## config.mk

```make
export PLATFORM = sky130hd
export DESIGN_NAME = control_unit
export DESIGN_NICKNAME = d
export VERILOG_FILES = /design/src/rtl/cpu_defs_pkg.sv /design/src/rtl/cu_decoder.sv /design/src/rtl/control_unit.sv
export SDC_FILE = /design/constraint.sdc
export NUM_CORES = 1
export LEC_CHECK = 0
export BUFFER_PORTS_ARGS = -buffer_cell sky130_fd_sc_hd__buf_2
export CORE_UTILIZATION = 44
export CTS_BUF_LIST = sky130_fd_sc_hd__clkbuf_16
export CTS_CLUSTER_SIZE = 25
export DETAILED_ROUTE_END_ITERATION = 6
export PLACE_DENSITY = 0.77
export SLEW_MARGIN = 15
export SYNTH_ARGS = -nofsm -noshare
export SYNTH_HDL_FRONTEND = slang
export SYNTH_SLANG_ARGS = --single-unit
```

## constraint.sdc

```tcl
create_clock -name clk -period 1.8 [get_ports clk]
set_clock_uncertainty 0.2 [all_clocks]
set_input_delay 0.18 -clock clk [delete_from_list [all_inputs] [get_ports clk]]
set_output_delay 0.18 -clock clk [all_outputs]
set_load 0.1 [all_outputs]
```

## src/rtl/cpu_defs_pkg.sv

```systemverilog
// cpu_defs_pkg: shared opcode constants, ALU operation encodings, control
// unit state encodings and opcode class encodings. Used by the control unit,
// its decoder, the ALU and the CPU top level.
//
// Build option: CU_MPY_EN adds the MUL state used by the multi-cycle
// multiply. Without it, opcode 08 decodes as illegal.
package cpu_defs_pkg;

  localparam logic [7:0] OP_STORE  = 8'h01;
  localparam logic [7:0] OP_LOAD   = 8'h02;
  localparam logic [7:0] OP_ADD    = 8'h03;
  localparam logic [7:0] OP_SUB    = 8'h04;
  localparam logic [7:0] OP_JMPGEZ = 8'h05;
  localparam logic [7:0] OP_JMP    = 8'h06;
  localparam logic [7:0] OP_HALT   = 8'h07;
  localparam logic [7:0] OP_MPY    = 8'h08;
  localparam logic [7:0] OP_AND    = 8'h0A;
  localparam logic [7:0] OP_OR     = 8'h0B;
  localparam logic [7:0] OP_NOT    = 8'h0C;
  localparam logic [7:0] OP_SHR    = 8'h0D;
  localparam logic [7:0] OP_SHL    = 8'h0E;

  typedef enum logic [3:0] {
    ALU_PASS_B = 4'd0,
    ALU_ADD    = 4'd1,
    ALU_SUB    = 4'd2,
    ALU_AND    = 4'd3,
    ALU_OR     = 4'd4,
    ALU_NOT    = 4'd5,
    ALU_SHR    = 4'd6,
    ALU_SHL    = 4'd7,
    ALU_MPY    = 4'd8
  } alu_op_e;

  typedef enum logic [2:0] {
    ST_F1   = 3'd0,
    ST_F2   = 3'd1,
    ST_F3   = 3'd2,
    ST_EX1  = 3'd3,
    ST_EX2  = 3'd4,
    ST_EX3  = 3'd5,
    ST_HALT = 3'd6
`ifdef CU_MPY_EN
    ,
    ST_MUL  = 3'd7
`endif
  } cu_state_e;

  typedef enum logic [2:0] {
    CLS_MEM_ALU = 3'd0,  // operand read from memory, then ALU into ACC
    CLS_REG_ALU = 3'd1,  // ACC-only ALU operation
    CLS_STORE   = 3'd2,
    CLS_JUMP    = 3'd3,
    CLS_HALT    = 3'd4,
    CLS_ILLEGAL = 3'd5
  } op_class_e;

endpackage

```

## src/rtl/cu_decoder.sv

```systemverilog
// cu_decoder: combinational opcode classifier for the control unit.
//   opcode   in  8  instruction register contents
//   op_class out    instruction class driving the FSM's execute path
//   alu_sel  out 4  ALU operation the instruction uses
//   is_cond  out 1  jump is conditional on ACC sign (JMPGEZ)
// Build option: CU_MPY_EN makes opcode 08 a memory-ALU multiply; otherwise
// it falls through to illegal.
module cu_decoder
  import cpu_defs_pkg::*;
(
  input  logic [7:0] opcode,
  output op_class_e  op_class,
  output alu_op_e    alu_sel,
  output logic       is_cond
);

  always_comb begin
    op_class = CLS_ILLEGAL;
    alu_sel  = ALU_PASS_B;
    is_cond  = 1'b0;
    case (opcode)
      OP_STORE:  op_class = CLS_STORE;
      OP_LOAD:   op_class = CLS_MEM_ALU;
      OP_ADD:    begin op_class = CLS_MEM_ALU; alu_sel = ALU_ADD; end
      OP_SUB:    begin op_class = CLS_MEM_ALU; alu_sel = ALU_SUB; end
      OP_AND:    begin op_class = CLS_MEM_ALU; alu_sel = ALU_AND; end
      OP_OR:     begin op_class = CLS_MEM_ALU; alu_sel = ALU_OR;  end
`ifdef CU_MPY_EN
      OP_MPY:    begin op_class = CLS_MEM_ALU; alu_sel = ALU_MPY; end
`endif
      OP_NOT:    begin op_class = CLS_REG_ALU; alu_sel = ALU_NOT; end
      OP_SHR:    begin op_class = CLS_REG_ALU; alu_sel = ALU_SHR; end
      OP_SHL:    begin op_class = CLS_REG_ALU; alu_sel = ALU_SHL; end
      OP_JMP:    op_class = CLS_JUMP;
      OP_JMPGEZ: begin op_class = CLS_JUMP; is_cond = 1'b1; end
      OP_HALT:   op_class = CLS_HALT;
      default:   op_class = CLS_ILLEGAL;
    endcase
  end

endmodule

```

## src/rtl/control_unit.sv

```systemverilog
// control_unit: microsequencer for the accumulator CPU. Only the state is
// registered; every strobe is decoded combinationally from the state, the
// opcode class and the handshake inputs.
//   clk, rst          clock, synchronous active-high reset
//   opcode            IR contents, used from EX1 onward
//   acc_neg           ACC sign bit, gates JMPGEZ
//   mem_ready         memory access completion (sampled in F2, EX1, EX2)
//   alu_done          multiply completion (sampled in MUL)
//   c_*               datapath transfer strobes
//   alu_start, alu_op ALU control
//   halted            high in HALT
//   illegal_op        one-cycle pulse on an undefined opcode
// Build option: CU_MPY_EN enables the MUL state and the multiply path.
//
// state | meaning
// F1    | MAR <- PC
// F2    | instruction read, wait mem_ready, MBR <- mem, PC++
// F3    | IR <- MBR, MAR <- MBR (operand address)
// EX1   | per-class first execute step (operand read waits here)
// EX2   | STORE write wait, or BR <- MBR
// EX3   | ALU result into ACC, or multiply launch
// MUL   | wait for alu_done (CU_MPY_EN only)
// HALT  | parked until reset
module control_unit
  import cpu_defs_pkg::*;
(
  input  logic       clk,
  input  logic       rst,
  input  logic [7:0] opcode,
  input  logic       acc_neg,
  input  logic       mem_ready,
  input  logic       alu_done,
  output logic       c_mar_from_pc,
  output logic       c_mar_from_mbr,
  output logic       c_mem_rd,
  output logic       c_mem_wr,
  output logic       c_mbr_from_mem,
  output logic       c_mbr_from_acc,
  output logic       c_pc_inc,
  output logic       c_pc_from_mbr,
  output logic       c_ir_load,
  output logic       c_br_from_mbr,
  output logic       c_acc_load,
  output logic       alu_start,
  output logic [3:0] alu_op,
  output logic       halted,
  output logic       illegal_op
);

  cu_state_e r_state;
  cu_state_e w_next;
  op_class_e w_class;
  alu_op_e   w_alu_sel;
  logic      w_cond;
  alu_op_e   w_alu_op;

`ifdef CU_MPY_EN
  logic      w_alu_start;
  assign alu_start = w_alu_start;
`else
  logic      w_unused_alu_done;
  assign w_unused_alu_done = alu_done;
  assign alu_start = 1'b0;
`endif

  assign alu_op = w_alu_op;

  cu_decoder u_dec (
    .opcode   (opcode),
    .op_class (w_class),
    .alu_sel  (w_alu_sel),
    .is_cond  (w_cond)
  );

  always_comb begin
    w_next         = r_state;
    c_mar_from_pc  = 1'b0;
    c_mar_from_mbr = 1'b0;
    c_mem_rd       = 1'b0;
    c_mem_wr       = 1'b0;
    c_mbr_from_mem = 1'b0;
    c_mbr_from_acc = 1'b0;
    c_pc_inc       = 1'b0;
    c_pc_from_mbr  = 1'b0;
    c_ir_load      = 1'b0;
    c_br_from_mbr  = 1'b0;
    c_acc_load     = 1'b0;
    w_alu_op       = ALU_PASS_B;
    halted         = 1'b0;
    illegal_op     = 1'b0;
`ifdef CU_MPY_EN
    w_alu_start    = 1'b0;
`endif

    case (r_state)
      ST_F1: begin
        c_mar_from_pc = 1'b1;
        w_next        = ST_F2;
      end
      ST_F2: begin
        c_mem_rd = 1'b1;
        if (mem_ready) begin
          c_mbr_from_mem = 1'b1;
          c_pc_inc       = 1'b1;
          w_next         = ST_F3;
        end
      end
      ST_F3: begin
        c_ir_load      = 1'b1;
        c_mar_from_mbr = 1'b1;
        w_next         = ST_EX1;
      end
      ST_EX1: begin
        case (w_class)
          CLS_STORE: begin
            c_mbr_from_acc = 1'b1;
            w_next         = ST_EX2;
          end
          CLS_MEM_ALU: begin
            c_mem_rd = 1'b1;
            if (mem_ready) begin
              c_mbr_from_mem = 1'b1;
              w_next         = ST_EX2;
            end
          end
          CLS_JUMP: begin
            // JMPGEZ falls through when ACC is negative
            c_pc_from_mbr = !(w_cond && acc_neg);
            w_next        = ST_F1;
          end
          CLS_REG_ALU: begin
            w_alu_op   = w_alu_sel;
            c_acc_load = 1'b1;
            w_next     = ST_F1;
          end
          CLS_HALT: w_next = ST_HALT;
          default: begin
            illegal_op = 1'b1;
            w_next     = ST_F1;
          end
        endcase
      end
      ST_EX2: begin
        if (w_class == CLS_STORE) begin
          c_mem_wr = 1'b1;
          if (mem_ready) w_next = ST_F1;
        end else begin
          c_br_from_mbr = 1'b1;
          w_next        = ST_EX3;
        end
      end
      ST_EX3: begin
`ifdef CU_MPY_EN
        if (w_alu_sel == ALU_MPY) begin
          w_alu_start = 1'b1;
          w_next      = ST_MUL;
        end else
`endif
        begin
          w_alu_op   = w_alu_sel;
          c_acc_load = 1'b1;
          w_next     = ST_F1;
        end
      end
`ifdef CU_MPY_EN
      ST_MUL: begin
        w_alu_op = ALU_MPY;
        if (alu_done) begin
          c_acc_load = 1'b1;
          w_next     = ST_F1;
        end
      end
`endif
      ST_HALT: halted = 1'b1;
      default: w_next = ST_F1;
    endcase

    // Reset masks every output so an in-flight access never completes.
    if (rst) begin
      w_next         = ST_F1;
      c_mar_from_pc  = 1'b0;
      c_mar_from_mbr = 1'b0;
      c_mem_rd       = 1'b0;
      c_mem_wr       = 1'b0;
      c_mbr_from_mem = 1'b0;
      c_mbr_from_acc = 1'b0;
      c_pc_inc       = 1'b0;
      c_pc_from_mbr  = 1'b0;
      c_ir_load      = 1'b0;
      c_br_from_mbr  = 1'b0;
      c_acc_load     = 1'b0;
      w_alu_op       = ALU_PASS_B;
      halted         = 1'b0;
      illegal_op     = 1'b0;
`ifdef CU_MPY_EN
      w_alu_start    = 1'b0;
`endif
    end
  end

  always_ff @(posedge clk) begin
    r_state <= w_next;
  end

endmodule

```

==> results of run 1 <==
stage by stage:
stage                   TNS, ns  setup slack, ns  cell area [µm²]  hold slack, ns
after global placement  -0.0244          -0.0139             1320           0.409
after floorplan           -2.57           -0.439              890           0.233
cell families after synthesis:
family                    Yosys count
xor gates and xnor gates            2
and+or+nand+nor                    51
AOI/OAI and AO/OA                  22
buffers and inverters              13
DFF                                 3
other                               1
==> implementation parameters, run 1 <==
Parameter                              Value

Synthesis
  Area share of the leading cell type in the synthesized netlist ... 0.0954
  Largest cells by area after synthesis ... sky130_fd_sc_hd__dfxtp_1 (9.5%), sky130_fd_sc_hd__nand2_1 (6.6%), sky130_fd_sc_hd__nor2_1 (6.6%)
  Commonest cells in the synthesized netlist ... sky130_fd_sc_hd__nand2_1 (11), sky130_fd_sc_hd__nor2_1 (11), sky130_fd_sc_hd__a21oi_1 (6), sky130_fd_sc_hd__nor2b_1 (5), sky130_fd_sc_hd__nor3_1 (5)
  Sequential share of the synthesized area ... 0.0954
  Most used DFF post-synth ... sky130_fd_sc_hd__dfxtp_1
  Average cell area after synthesis ... approximately 6.8 µm²
  Combinational family with the most area after synthesis ... simple AND/OR/NAND/NOR gates
  Gate count after technology mapping ... approximately 90
  Synth Area in Adders ... 0
  Ys async rst share ... 0
  Compound-cell area share of the yosys netlist ... 0.245
  Cell type with the largest total area after synthesis ... sky130_fd_sc_hd__dfxtp_1
  Multiplexer fraction of the synthesized cell area ... 0
  Yosys warns ... 0
  Seq cells post-synth ... 3
  Cell Area, Synth ... about 630 µm²
  Number of synthesized flops with an enable pin ... 0
  Share of the synthesized netlist area taken by xor and xnor gates ... 0.0278
  Netlist cell types ... 39
  Synth Area in Simple Gates ... 0.507

Floorplanning
  Initial core utilization ... 0.478
  Chip width ... 39.8 µm
  Boundary Pins ... 31
  DIE HEIGHT ... 39.8 µm
  Site Rows ... 13

Run status
  Run status ... aborted with a tool error
  Halt Stage ... detailed placement
  Error that stopped the run ... [ERROR DPL-0038] Utilization greater than 100%, impossible to legalize

Placement
  Count of buffers from port buffering ... 27
  Final RePlAce weighted congestion ... ~0.84
==> inputs of run 2 (changes only) <==
--- a/config.mk
+++ b/config.mk
@@ -6,11 +6,10 @@
 export NUM_CORES = 1
 export LEC_CHECK = 0
 export BUFFER_PORTS_ARGS = -buffer_cell sky130_fd_sc_hd__buf_2
-export CORE_UTILIZATION = 44
-export CTS_BUF_LIST = sky130_fd_sc_hd__clkbuf_16
-export CTS_CLUSTER_SIZE = 25
+export CORE_AREA = 2 2 63 65
 export DETAILED_ROUTE_END_ITERATION = 6
-export PLACE_DENSITY = 0.77
+export DIE_AREA = 0 0 65 67
+export PLACE_DENSITY_LB_ADDON = 0.15
 export SLEW_MARGIN = 15
 export SYNTH_ARGS = -nofsm -noshare
 export SYNTH_HDL_FRONTEND = slang
==> implementation parameters, run 2 <==
Parameter                              Value

Power and ir drop
  Peak VDD IR ... 0.265 mV
  Combinational cell fraction of total power ... 0.725
  Leakage power total ... 0.622 nW
  Portion of total power attributed to the clock network ... 0.170
  Switching power ... 0.000575 W
  Sequential fraction of design power ... 0.105
  Int Power ... between 0.0005 and 0.0006 W
  Switching part of the total ... 0.490
  Power density over cell area ... 743 mW/mm²

Worst setup path
  Critical path class ... reg -> out
  Worst endpoint data arrival time ... 1.58 ns
  Endpoint type of the worst setup path ... primary output
  Crit path required time ... 1.42 ns
  Worst setup path startpoint ... r_state[2]
  Reg2reg end ... r_state[1]
  Depth of the worst register-to-register path ... 7
  CP Capture Point ... alu_op[2]
  Internal reg-to-reg setup slack ... 0.21 ns
  Crit Path Max Fanout ... 5
  Startpoint of the worst register-to-register path ... r_state[2]
  Launching element type of the critical path ... register

Finish
  Flip-flop count of the largest register, all copies and words added ... 3
  Leading cell types in the layout, fill and taps excluded ... sky130_fd_sc_hd__buf_4 (28), sky130_fd_sc_hd__buf_12 (15), sky130_fd_sc_hd__buf_2 (9)
  Combined flip-flop and latch cell area ... approximately 69 µm²
  Layout cells sized above 1 ... 0.676
  Top register by number of flip-flops ... r_state
  Final std cells w/o fill ... between 150 and 200
  Number of diodes ... 0
  Fin nets ... between 150 and 200
  Layout filler cell count ... 360
  Most common library cell in the layout ignoring fill and taps ... sky130_fd_sc_hd__buf_4
  Area growth from synthesis to layout ... 151%
  Multi-input combinational cell area ... roughly 760 µm²
  Biggest registers after layout ... r_state x3

CTS
  Clock Pin Slew Worst Setup and Hold Paths ... 0.03 ns
  Htree depth ... 1
  Number of buffers created by CTS ... 3
  Sink count of the clock tree ... 3
  Cell at the root of the clock tree ... sky130_fd_sc_hd__clkbuf_8
  Clock latency on the worst-skew pair ... about 0.22 ns
  Maximum clock path buffer count ... 2
  TritonCTS clock tree ... built

Placement
  Post-placement cell count ... 181
  Count of buffers from port buffering ... 27
  Final RePlAce weighted congestion ... ~0.79
  DPL Wire Length ... between 1.5 and 2 mm
  Worst slack at placement ... -0.0535 ns

STA
  Hold Violations, Final ... 0
  Final worst setup slack ... -0.165 ns
  Highest clock rate ... between 0.5 and 0.6 GHz
  Post-layout min period ... 1.96 ns
  Period utilization ... 1.09
  RSZ-0062 raised after global routing ... true
  Final setup fails ... 7
  Count of pins over their slew limit ... 0

Floorplanning
  DIE HEIGHT ... 67 µm
  Die Area ... 0.00436 mm²
  Site Rows ... 22
  Chip width ... 65 µm
  Core region area ... roughly 0.0036 mm²
  Initial core utilization ... 0.175
  Boundary Pins ... 31

Global routing
  Global routing usage summed across all routing layers ... 0.109
  Pin count of the biggest net entering global routing ... 11
  Number of global-route vias before repair ... 848
  Global-route wire length before repair ... ~3.8 mm
  Antenna violations before repair ... 0
  Grt ovf ... 0

Routing
  Total Wirelength ... 2.31 mm
  Number of detailed-route iterations in the first pass ... 4
  Vias ... around 870
  First DRT Iteration DRCs ... 12
  DRC violations left ... 0
  Drt wl/cell ... 12.0 µm
  Vias per inst ... 4.52
  Final ANT Viol Nets ... 0

Synthesis
  Average cell area after synthesis ... 6.84 µm²
  Yosys warns ... 0
  Ys async rst share ... 0
  Netlist cell types ... 39
  Synth Area in Adders ... 0
  Seq cells post-synth ... 3
  Cell type with the largest total area after synthesis ... sky130_fd_sc_hd__dfxtp_1
  Most used DFF post-synth ... sky130_fd_sc_hd__dfxtp_1
  Cell Area, Synth ... 629 µm²
  Area share of the leading cell type in the synthesized netlist ... 0.0954
  Compound-cell area share of the yosys netlist ... 0.245
  Multiplexer fraction of the synthesized cell area ... 0
  Commonest cells in the synthesized netlist ... sky130_fd_sc_hd__nand2_1 (11), sky130_fd_sc_hd__nor2_1 (11), sky130_fd_sc_hd__a21oi_1 (6), sky130_fd_sc_hd__nor2b_1 (5), sky130_fd_sc_hd__nor3_1 (5)
  Combinational family with the most area after synthesis ... simple AND/OR/NAND/NOR gates
  Synth Area in Simple Gates ... 0.507
  Number of synthesized flops with an enable pin ... 0
  Share of the synthesized netlist area taken by xor and xnor gates ... 0.0278
  Sequential share of the synthesized area ... 0.0954
  Gate count after technology mapping ... 92
  Largest cells by area after synthesis ... sky130_fd_sc_hd__dfxtp_1 (9.5%), sky130_fd_sc_hd__nand2_1 (6.6%), sky130_fd_sc_hd__nor2_1 (6.6%)

Run status
  Run status ... finished, violations left
  Violations in the final reports ... setup timing

Run
  Number of max-cap violations ... 0

Worst hold path
  Worst hold-check path type ... in -> reg
## run 2: cell counts after synthesis
No cell type changed its count.
## run 2: worst max-delay path, cell delays in order, from the launching register on
cell	delay, ns
sky130_fd_sc_hd__dfxtp_4	0.36
sky130_fd_sc_hd__nor4b_4	0.36
sky130_fd_sc_hd__o2111ai_4	0.20
sky130_fd_sc_hd__nor3b_4	0.25
sky130_fd_sc_hd__buf_12	0.20
## run 2: worst min-delay path by stage
stage                          from         end  slack [ns]  cells past startpoint
after floorplan           opcode[6]  r_state[2]        0.23                      3
after global placement    mem_ready  r_state[0]        0.42                      3
after detailed placement  mem_ready  r_state[0]        0.43                      3
after CTS                 mem_ready  r_state[0]        0.21                      3
after global routing      mem_ready  r_state[0]        0.25                      3
final                     mem_ready  r_state[0]        0.21                      3
## run 2: area by class of cell
| type | instances | share of cell area |
|---|---|---|
| Timing Repair Buffer | 59 | 0.406 |
| Multi-Input combinational cell | 77 | 0.479 |
| Sequential cell | 3 | 0.0436 |
| Clock buffer | 4 | 0.0285 |
| Inverter | 2 | 0.00475 |
| Tap cell | 48 | 0.0380 |
## run 2: what timing repair did
item / in CTS / in global routing
hold buffers: 0 / 0
cloned: 0 / 0
resized for setup: 18 / 8
setup buffers: 7 / 1
setup endpoints to repair: 12 / 15
pin swaps: 7 / 7
## run 2: metrics by stage
| stage | utilization | instance area [µm²] | hold WS (ns) | setup TNS, ns | total power (W) |
|---|---|---|---|---|---|
| after global routing | 0.438 | 1580 | 0.252 | -0.933 | 0.00123 |
| final | 0.438 | 1580 | 0.212 | -0.578 | 0.00117 |
| after floorplan | - | 890 | 0.233 | -2.57 | 0.000670 |
| after CTS | 0.425 | 1530 | 0.213 | -0.756 | 0.00114 |
| after global placement | 0.380 | 1370 | 0.419 | -0.107 | 0.000868 |
| after detailed placement | 0.380 | 1370 | 0.427 | -0.103 | 0.000873 |
## run 2: cell families after synthesis
logic type | count (synthesis)
simple gates | 51
compound gates | 22
flops | 3
xor+xnor | 2
other cells | 1
buf+inv | 13
## run 2: power by group through the flow
| stage | registers (W) | logic [W] | clock network, W |
|---|---|---|---|
| after floorplan | 0.0000992 | 0.000571 | 0 |
| after global placement | 0.000113 | 0.000755 | 0 |
| after detailed placement | 0.000114 | 0.000759 | 0 |
| after CTS | 0.000123 | 0.000817 | 0.000199 |
| after global routing | 0.000125 | 0.000893 | 0.000210 |
| final | 0.000123 | 0.000851 | 0.000200 |
## run 2: routing by layer
metal,part of all wire,vias to the layer above,routed length [µm],GRT usage
met3,0.029,3,66,0.00676
li1,-,436,-,-
met1,0.46,415,1060,0.143
met2,0.50,18,1160,0.184
met5,0,-,0,0
met4,0.010,0,23,0.0479
No activity file was read; power rests on OpenSTA's default activity.
==> inputs of run 3 (changes only) <==
--- a/config.mk
+++ b/config.mk
@@ -10,7 +10,9 @@
 export DETAILED_ROUTE_END_ITERATION = 6
 export DIE_AREA = 0 0 65 67
 export PLACE_DENSITY_LB_ADDON = 0.15
+export REMOVE_ABC_BUFFERS = 1
 export SLEW_MARGIN = 15
 export SYNTH_ARGS = -nofsm -noshare
 export SYNTH_HDL_FRONTEND = slang
+export SYNTH_HIERARCHICAL = 1
 export SYNTH_SLANG_ARGS = --single-unit
==> implementation parameters, run 3 <==
Parameter                              Value

Run status
  Run status ... finished, violations left
  Violations in the final reports ... slew limit, setup timing

Finish
  Layout cells sized above 1 ... 0.717
  Area growth from synthesis to layout ... 163%
  Leading cell types in the layout, fill and taps excluded ... sky130_fd_sc_hd__buf_4 (25), sky130_fd_sc_hd__buf_12 (15), sky130_fd_sc_hd__buf_6 (11)
  Biggest registers after layout ... r_state x3
  Flip-flop count of the largest register, all copies and words added ... 3
  Post-route standard cell area excluding fillers ... about 0.0015 mm²
  Fin nets ... 152
  Share of the core filled with cells ... 0.414
  Number of diodes ... 0
  Top register by number of flip-flops ... r_state
  Most common library cell in the layout ignoring fill and taps ... sky130_fd_sc_hd__buf_4

Global routing
  Global routing usage summed across all routing layers ... 0.108
  Global-route track usage on met1 ... 0.116
  Antenna violations before repair ... 0
  Grt ovf ... 0
  Met2 Use GR ... 0.197
  GRT busiest layer ... met2
  Pin count of the biggest net entering global routing ... 17
  Met3 Track Usage GR ... 0.0355
  Global-route wire length before repair ... 3.76 mm
  Number of global-route vias before repair ... between 800 and 900

Power and ir drop
  Leakage power total ... between 0.5 and 0.6 nW
  Power density over cell area ... 426 mW/mm²
  Int Power ... 0.000375 W
  Sequential fraction of design power ... 0.143
  Switching power ... roughly 0.00026 W
  Switching part of the total ... 0.410
  Portion of total power attributed to the clock network ... 0.308
  Combinational cell fraction of total power ... 0.550
  Peak VDD IR ... 0.419 mV

CTS
  Htree depth ... 1
  Cell at the root of the clock tree ... sky130_fd_sc_hd__clkbuf_8
  Count of hold buffers inserted by post-cts repair ... 0
  Maximum clock path buffer count ... 2
  TritonCTS clock tree ... built
  Clock latency on the worst-skew pair ... 0.22 ns
  Number of buffers created by CTS ... 3
  Clock Pin Slew Worst Setup and Hold Paths ... 0.03 ns
  Sink count of the clock tree ... 3

Synthesis
  Cell type with the largest total area after synthesis ... sky130_fd_sc_hd__dfxtp_1
  Commonest cells in the synthesized netlist ... sky130_fd_sc_hd__nor3_1 (8), sky130_fd_sc_hd__nor2_1 (7), sky130_fd_sc_hd__nor3b_1 (6), sky130_fd_sc_hd__nor4_1 (6)
  Most used DFF post-synth ... sky130_fd_sc_hd__dfxtp_1
  Seq cells post-synth ... 3
  Ys async rst share ... 0
  Library cell with the highest instance count after synthesis ... sky130_fd_sc_hd__nor3_1
  Largest cells by area after synthesis ... sky130_fd_sc_hd__dfxtp_1 (11%), sky130_fd_sc_hd__nor3b_1 (7.9%), sky130_fd_sc_hd__nor3_1 (7.1%)
  Gate count after technology mapping ... 83
  Cell Area, Synth ... 567 µm²
  Sequential share of the synthesized area ... 0.106
  Area share of the leading cell type in the synthesized netlist ... 0.106
  Yosys warns ... 6
  Number of synthesized flops with an enable pin ... 0
  Average cell area after synthesis ... 6.83 µm²
  Netlist cell types ... 37

Worst setup path
  Depth of the worst register-to-register path ... 5
  Endpoint type of the worst setup path ... primary output
  Crit path required time ... 1.42 ns
  Crit Path Max Fanout ... 5
  Worst endpoint data arrival time ... 1.81 ns
  Launching element type of the critical path ... input port
  Critical path class ... in -> out

STA
  Hold Violations, Final ... 0
  Slew Limit Headroom ... -0.991
  Count of pins over their slew limit ... 1
  RSZ-0062 raised after global routing ... true
  Highest clock rate ... 0.458 GHz
  Final worst hold slack ... 0.135 ns
  Period utilization ... 1.21
  Final setup fails ... 13
  Post-layout min period ... 2.19 ns
  Measured slew at the worst slew-check pin ... 2.98 ns
  Final worst setup slack ... -0.385 ns

Floorplanning
  Chip width ... around 65 µm
  Boundary Pins ... 31
  Initial core utilization ... 0.157
  Die Area ... approximately 0.0044 mm²
  Core region area ... 0.00361 mm²
  Site Rows ... 22
  DIE HEIGHT ... 67 µm

Worst hold path
  Hold Path Depth ... 2
  Worst hold-check path type ... in -> reg

Routing
  Drt wl/cell ... about 12 µm
  Vias per inst ... 4.38
  Vias ... approximately 820
  Final ANT Viol Nets ... 0
  Number of detailed-route iterations in the first pass ... 4
  DRC violations left ... 0
  First DRT Iteration DRCs ... 16
  Total Wirelength ... roughly 2.2 mm

Placement
  Count of buffers from port buffering ... 27
  Final RePlAce weighted congestion ... 0.731
  DPL Wire Length ... 1.48 mm
  Post-Place Cell Area ... between 0.001 and 0.0015 mm²

Run
  Number of max-cap violations ... 0
==> run 3: changes by cell type in the layout (fill, tap and decap cells not counted), sizes merged, moves of 3 or more <==
cell | before | now
nor3b | 3 | 6
nor2b | 5 | 2
nand2 | 12 | 4
nor2 | 11 | 7
nor3 | 5 | 8
nor4 | 3 | 6
==> run 3: final timing paths <==
kind | from | slack, ns | to
hold / removal | rst | 0.14 | r_state[1]
setup / recovery | opcode[0] | -0.39 | alu_op[1]
hold reg to reg | r_state[0] | 0.37 | r_state[2]
setup reg to reg | r_state[1] | 0.24 | r_state[2]
==> run 3: kinds of logic (layout without fill, tap and decap cells) <==
group,after synthesis,after routing,synth area share
xor gates and xnor gates,1,1,0.0155
buffers and inverters,11,66,0.113
other,2,2,0.0132
muxes,1,1,0.0243
AOI/OAI and AO/OA,18,18,0.227
DFF,3,3,0.106
and+or+nand+nor,47,47,0.501
==> run 3: area by class of cell <==
| cell class | instances | area (µm²) |
|---|---|---|
| timing repair buffer | 59 | 662 |
| clock buffer | 4 | 45.0 |
| fill | 371 | 2110 |
| multi-input combinational | 69 | 652 |
| tap | 48 | 60.1 |
| inverter | 3 | 11.3 |
| sequential | 3 | 62.6 |
==> run 3: layer usage <==
metal | part of all wire | vias to the layer above
met5 | 0 | -
met4 | 0.011 | 0
met3 | 0.056 | 2
met2 | 0.56 | 23
met1 | 0.37 | 379
li1 | - | 411
==> run 3: what timing repair did <==
action / in CTS / in global routing
buffers inserted: 10 / 4
cloned: 0 / 0
endpoints found under the setup margin: 15 / 16
pin swaps: 13 / 5
gates resized for setup: 43 / 15
==> run 3: critical path: stages <==
cell and delay [ns]:
sky130_fd_sc_hd__buf_6 0.10, sky130_fd_sc_hd__buf_6 0.12, sky130_fd_sc_hd__nor2b_4 0.13, sky130_fd_sc_hd__a21oi_2 0.16, sky130_fd_sc_hd__nor3_4 0.07, sky130_fd_sc_hd__buf_6 0.12
sky130_fd_sc_hd__nor4b_4 0.30, sky130_fd_sc_hd__mux2i_4 0.15, sky130_fd_sc_hd__nor3b_2 0.26, sky130_fd_sc_hd__buf_12 0.21
==> run 3: power groups by stage <==
stage / sequential, W / clock, W / combinational (W)
2_1_floorplan: 0.0000893 / 0 / 0.000156
3_3_place_gp: 0.0000873 / 0 / 0.000285
3_5_place_dp: 0.0000876 / 0 / 0.000285
4_1_cts: 0.0000887 / 0.000198 / 0.000331
5_1_grt: 0.0000929 / 0.000205 / 0.000368
6_report: 0.0000906 / 0.000195 / 0.000349
==> run 3: through the flow <==
step | total power, W | cells | worst slack (ns) | setup TNS (ns)
finish | 0.000635 | 186 | -0.385 | -4.22
global route | 0.000666 | 186 | -0.471 | -5.27
CTS | 0.000617 | 184 | -0.416 | -4.14
detailed placement | 0.000373 | 179 | -0.483 | -5.68
global placement | 0.000373 | 179 | -0.483 | -5.57
floorplan | 0.000246 | 75 | -3.17 | -30.06
==> inputs of run 4 (changes only) <==
--- a/config.mk
+++ b/config.mk
@@ -14,5 +14,4 @@
 export SLEW_MARGIN = 15
 export SYNTH_ARGS = -nofsm -noshare
 export SYNTH_HDL_FRONTEND = slang
-export SYNTH_HIERARCHICAL = 1
 export SYNTH_SLANG_ARGS = --single-unit
==> implementation parameters, run 4 (same netlist as run 2, synthesis figures left out) <==
Parameter                              Value

Routing
  Number of detailed-route iterations in the first pass ... 4
  Total Wirelength ... 2.37 mm
  Final ANT Viol Nets ... 0
  Vias per inst ... 4.47
  First DRT Iteration DRCs ... 24
  Vias ... roughly 860
  DRC violations left ... 0
  Drt wl/cell ... 12.3 µm

Power and ir drop
  Peak VDD IR ... 0.304 mV
  Portion of total power attributed to the clock network ... 0.179
  Int Power ... 0.000603 W
  Power density over cell area ... 779 mW/mm²
  Leakage power total ... 0.589 nW
  Switching part of the total ... 0.472
  Overall power after layout ... 0.00114 W
  Sequential fraction of design power ... 0.092
  Combinational cell fraction of total power ... 0.728
  Switching power ... 0.000538 W

Finish
  Final std cells w/o fill ... 193
  Layout cells sized above 1 ... 0.621
  Area growth from synthesis to layout ... 133%
  Post-route standard cell area excluding fillers ... 0.00146 mm²
  Most common library cell in the layout ignoring fill and taps ... sky130_fd_sc_hd__buf_4
  Number of diodes ... 0
  Top register by number of flip-flops ... r_state
  Fin nets ... between 150 and 200
  Layout filler cell count ... 365
  Combined flip-flop and latch cell area ... 62.6 µm²
  Biggest registers after layout ... r_state x3
  Leading cell types in the layout, fill and taps excluded ... sky130_fd_sc_hd__buf_4 (24), sky130_fd_sc_hd__buf_12 (16), sky130_fd_sc_hd__buf_2 (11)
  Flip-flop count of the largest register, all copies and words added ... 3
  Multi-input combinational cell area ... between 600 and 700 µm²

Global routing
  Global routing usage summed across all routing layers ... 0.116
  Global-route wire length before repair ... 3.91 mm
  Pin count of the biggest net entering global routing ... 12
  Antenna violations before repair ... 0
  Grt ovf ... 0
  Number of global-route vias before repair ... 874

Floorplanning
  Chip width ... 65 µm
  Boundary Pins ... 31
  Die Area ... 0.00436 mm²
  Core region area ... about 0.0036 mm²
  DIE HEIGHT ... 67 µm
  Site Rows ... 22
  Initial core utilization ... 0.175

Worst setup path
  Startpoint of the worst register-to-register path ... r_state[1]
  Launching element type of the critical path ... register
  Internal reg-to-reg setup slack ... approximately 0.18 ns
  Depth of the worst register-to-register path ... 6
  Critical path class ... reg -> out
  Crit Path Max Fanout ... 3
  Endpoint type of the worst setup path ... primary output
  Crit path required time ... 1.42 ns
  Worst endpoint data arrival time ... 1.58 ns
  Reg2reg end ... r_state[1]

CTS
  Htree depth ... 1
  Cell at the root of the clock tree ... sky130_fd_sc_hd__clkbuf_8
  Clock latency on the worst-skew pair ... ~0.22 ns
  Clock Pin Slew Worst Setup and Hold Paths ... 0.04 ns
  TritonCTS clock tree ... built
  Maximum clock path buffer count ... 2
  Count of hold buffers inserted by post-cts repair ... 0
  Number of buffers created by CTS ... 3
  Sink count of the clock tree ... 3

STA
  Post-layout min period ... 1.96 ns
  RSZ-0062 raised after global routing ... true
  Final worst setup slack ... -0.159 ns
  Final worst hold slack ... 0.166 ns
  Final setup fails ... 9
  Hold Violations, Final ... 0
  Highest clock rate ... roughly 0.51 GHz
  Count of pins over their slew limit ... 0
  Period utilization ... 1.09
  Accumulated negative setup slack ... -0.582 ns

Run status
  Violations in the final reports ... setup timing
  Run status ... finished, violations left

Placement
  Final RePlAce weighted congestion ... 0.747
  Post-placement cell count ... 182
  Post-Place Cell Area ... 0.00119 mm²
  DPL Wire Length ... about 1.7 mm
  Count of buffers from port buffering ... 27

Worst hold path
  Source of the worst hold timing path ... rst
  Capture endpoint of the worst hold path ... r_state[2]
  Hold Path Depth ... 3
  Worst hold-check path type ... in -> reg

Run
  Number of max-cap violations ... 0
[run 4: changes by cell type in the layout (fill, tap and decap cells not counted), sizes merged, moves of 3 or more]
cell,change
nand2,+8
nor3b,-3
nor2b,+3
nor4,-3
nor3,-3
nor2,+4
[run 4: how the worst max path moves through the flow]
stage / startpoint / end / depth (start not counted) / slack [ns]
after CTS: r_state[2] / c_acc_load / 6 / -0.15
after detailed placement: opcode[5] / c_mem_wr / 7 / -0.04
after floorplan: r_state[1] / c_ir_load / 2 / -3.17
after global routing: r_state[1] / alu_op[2] / 6 / -0.22
final: r_state[1] / alu_op[2] / 6 / -0.16
after global placement: opcode[5] / c_mem_wr / 7 / -0.04
[run 4: critical path: stages (launching register included)]
cell	delay, ns
sky130_fd_sc_hd__dfxtp_2	0.35
sky130_fd_sc_hd__inv_2	0.06
sky130_fd_sc_hd__nor4b_4	0.24
sky130_fd_sc_hd__o2111ai_2	0.20
sky130_fd_sc_hd__nor3b_2	0.21
sky130_fd_sc_hd__buf_4	0.14
sky130_fd_sc_hd__buf_12	0.16
[run 4: cell type report]
cell class	instances	area share
inverters	2	0.00513
clock buffers	4	0.0308
flip-flops and latches	3	0.0427
multi-input cells	77	0.437
well taps	48	0.0410
repair buffers	59	0.444
[run 4: timing repair]
action / in CTS / in global routing
buffers inserted: 6 / 3
endpoints found under the setup margin: 10 / 15
pin swaps: 6 / 6
gates resized for setup: 27 / 12
[run 4: power groups by stage]
stage	clock (W)	sequential (W)	combinational, W
finish	0.000205	0.000105	0.000831
global route	0.000215	0.000107	0.000885
floorplan	0	0.000120	0.000343
CTS	0.000203	0.000103	0.000787
global placement	0	0.0000967	0.000647
detailed placement	0	0.0000970	0.000648
[run 4: per-stage QoR]
step | utilization | setup slack [ns]
after floorplan | - | -3.17
after global placement | 0.330 | -0.0429
after detailed placement | 0.330 | -0.0374
after CTS | 0.388 | -0.153
after global routing | 0.406 | -0.224
final | 0.406 | -0.159
[run 4: layer usage]
metal,GRT usage,wire [µm]
met1,0.127,1020
met2,0.228,1240
met3,0.0118,79
met4,0.0399,29
met5,0,0
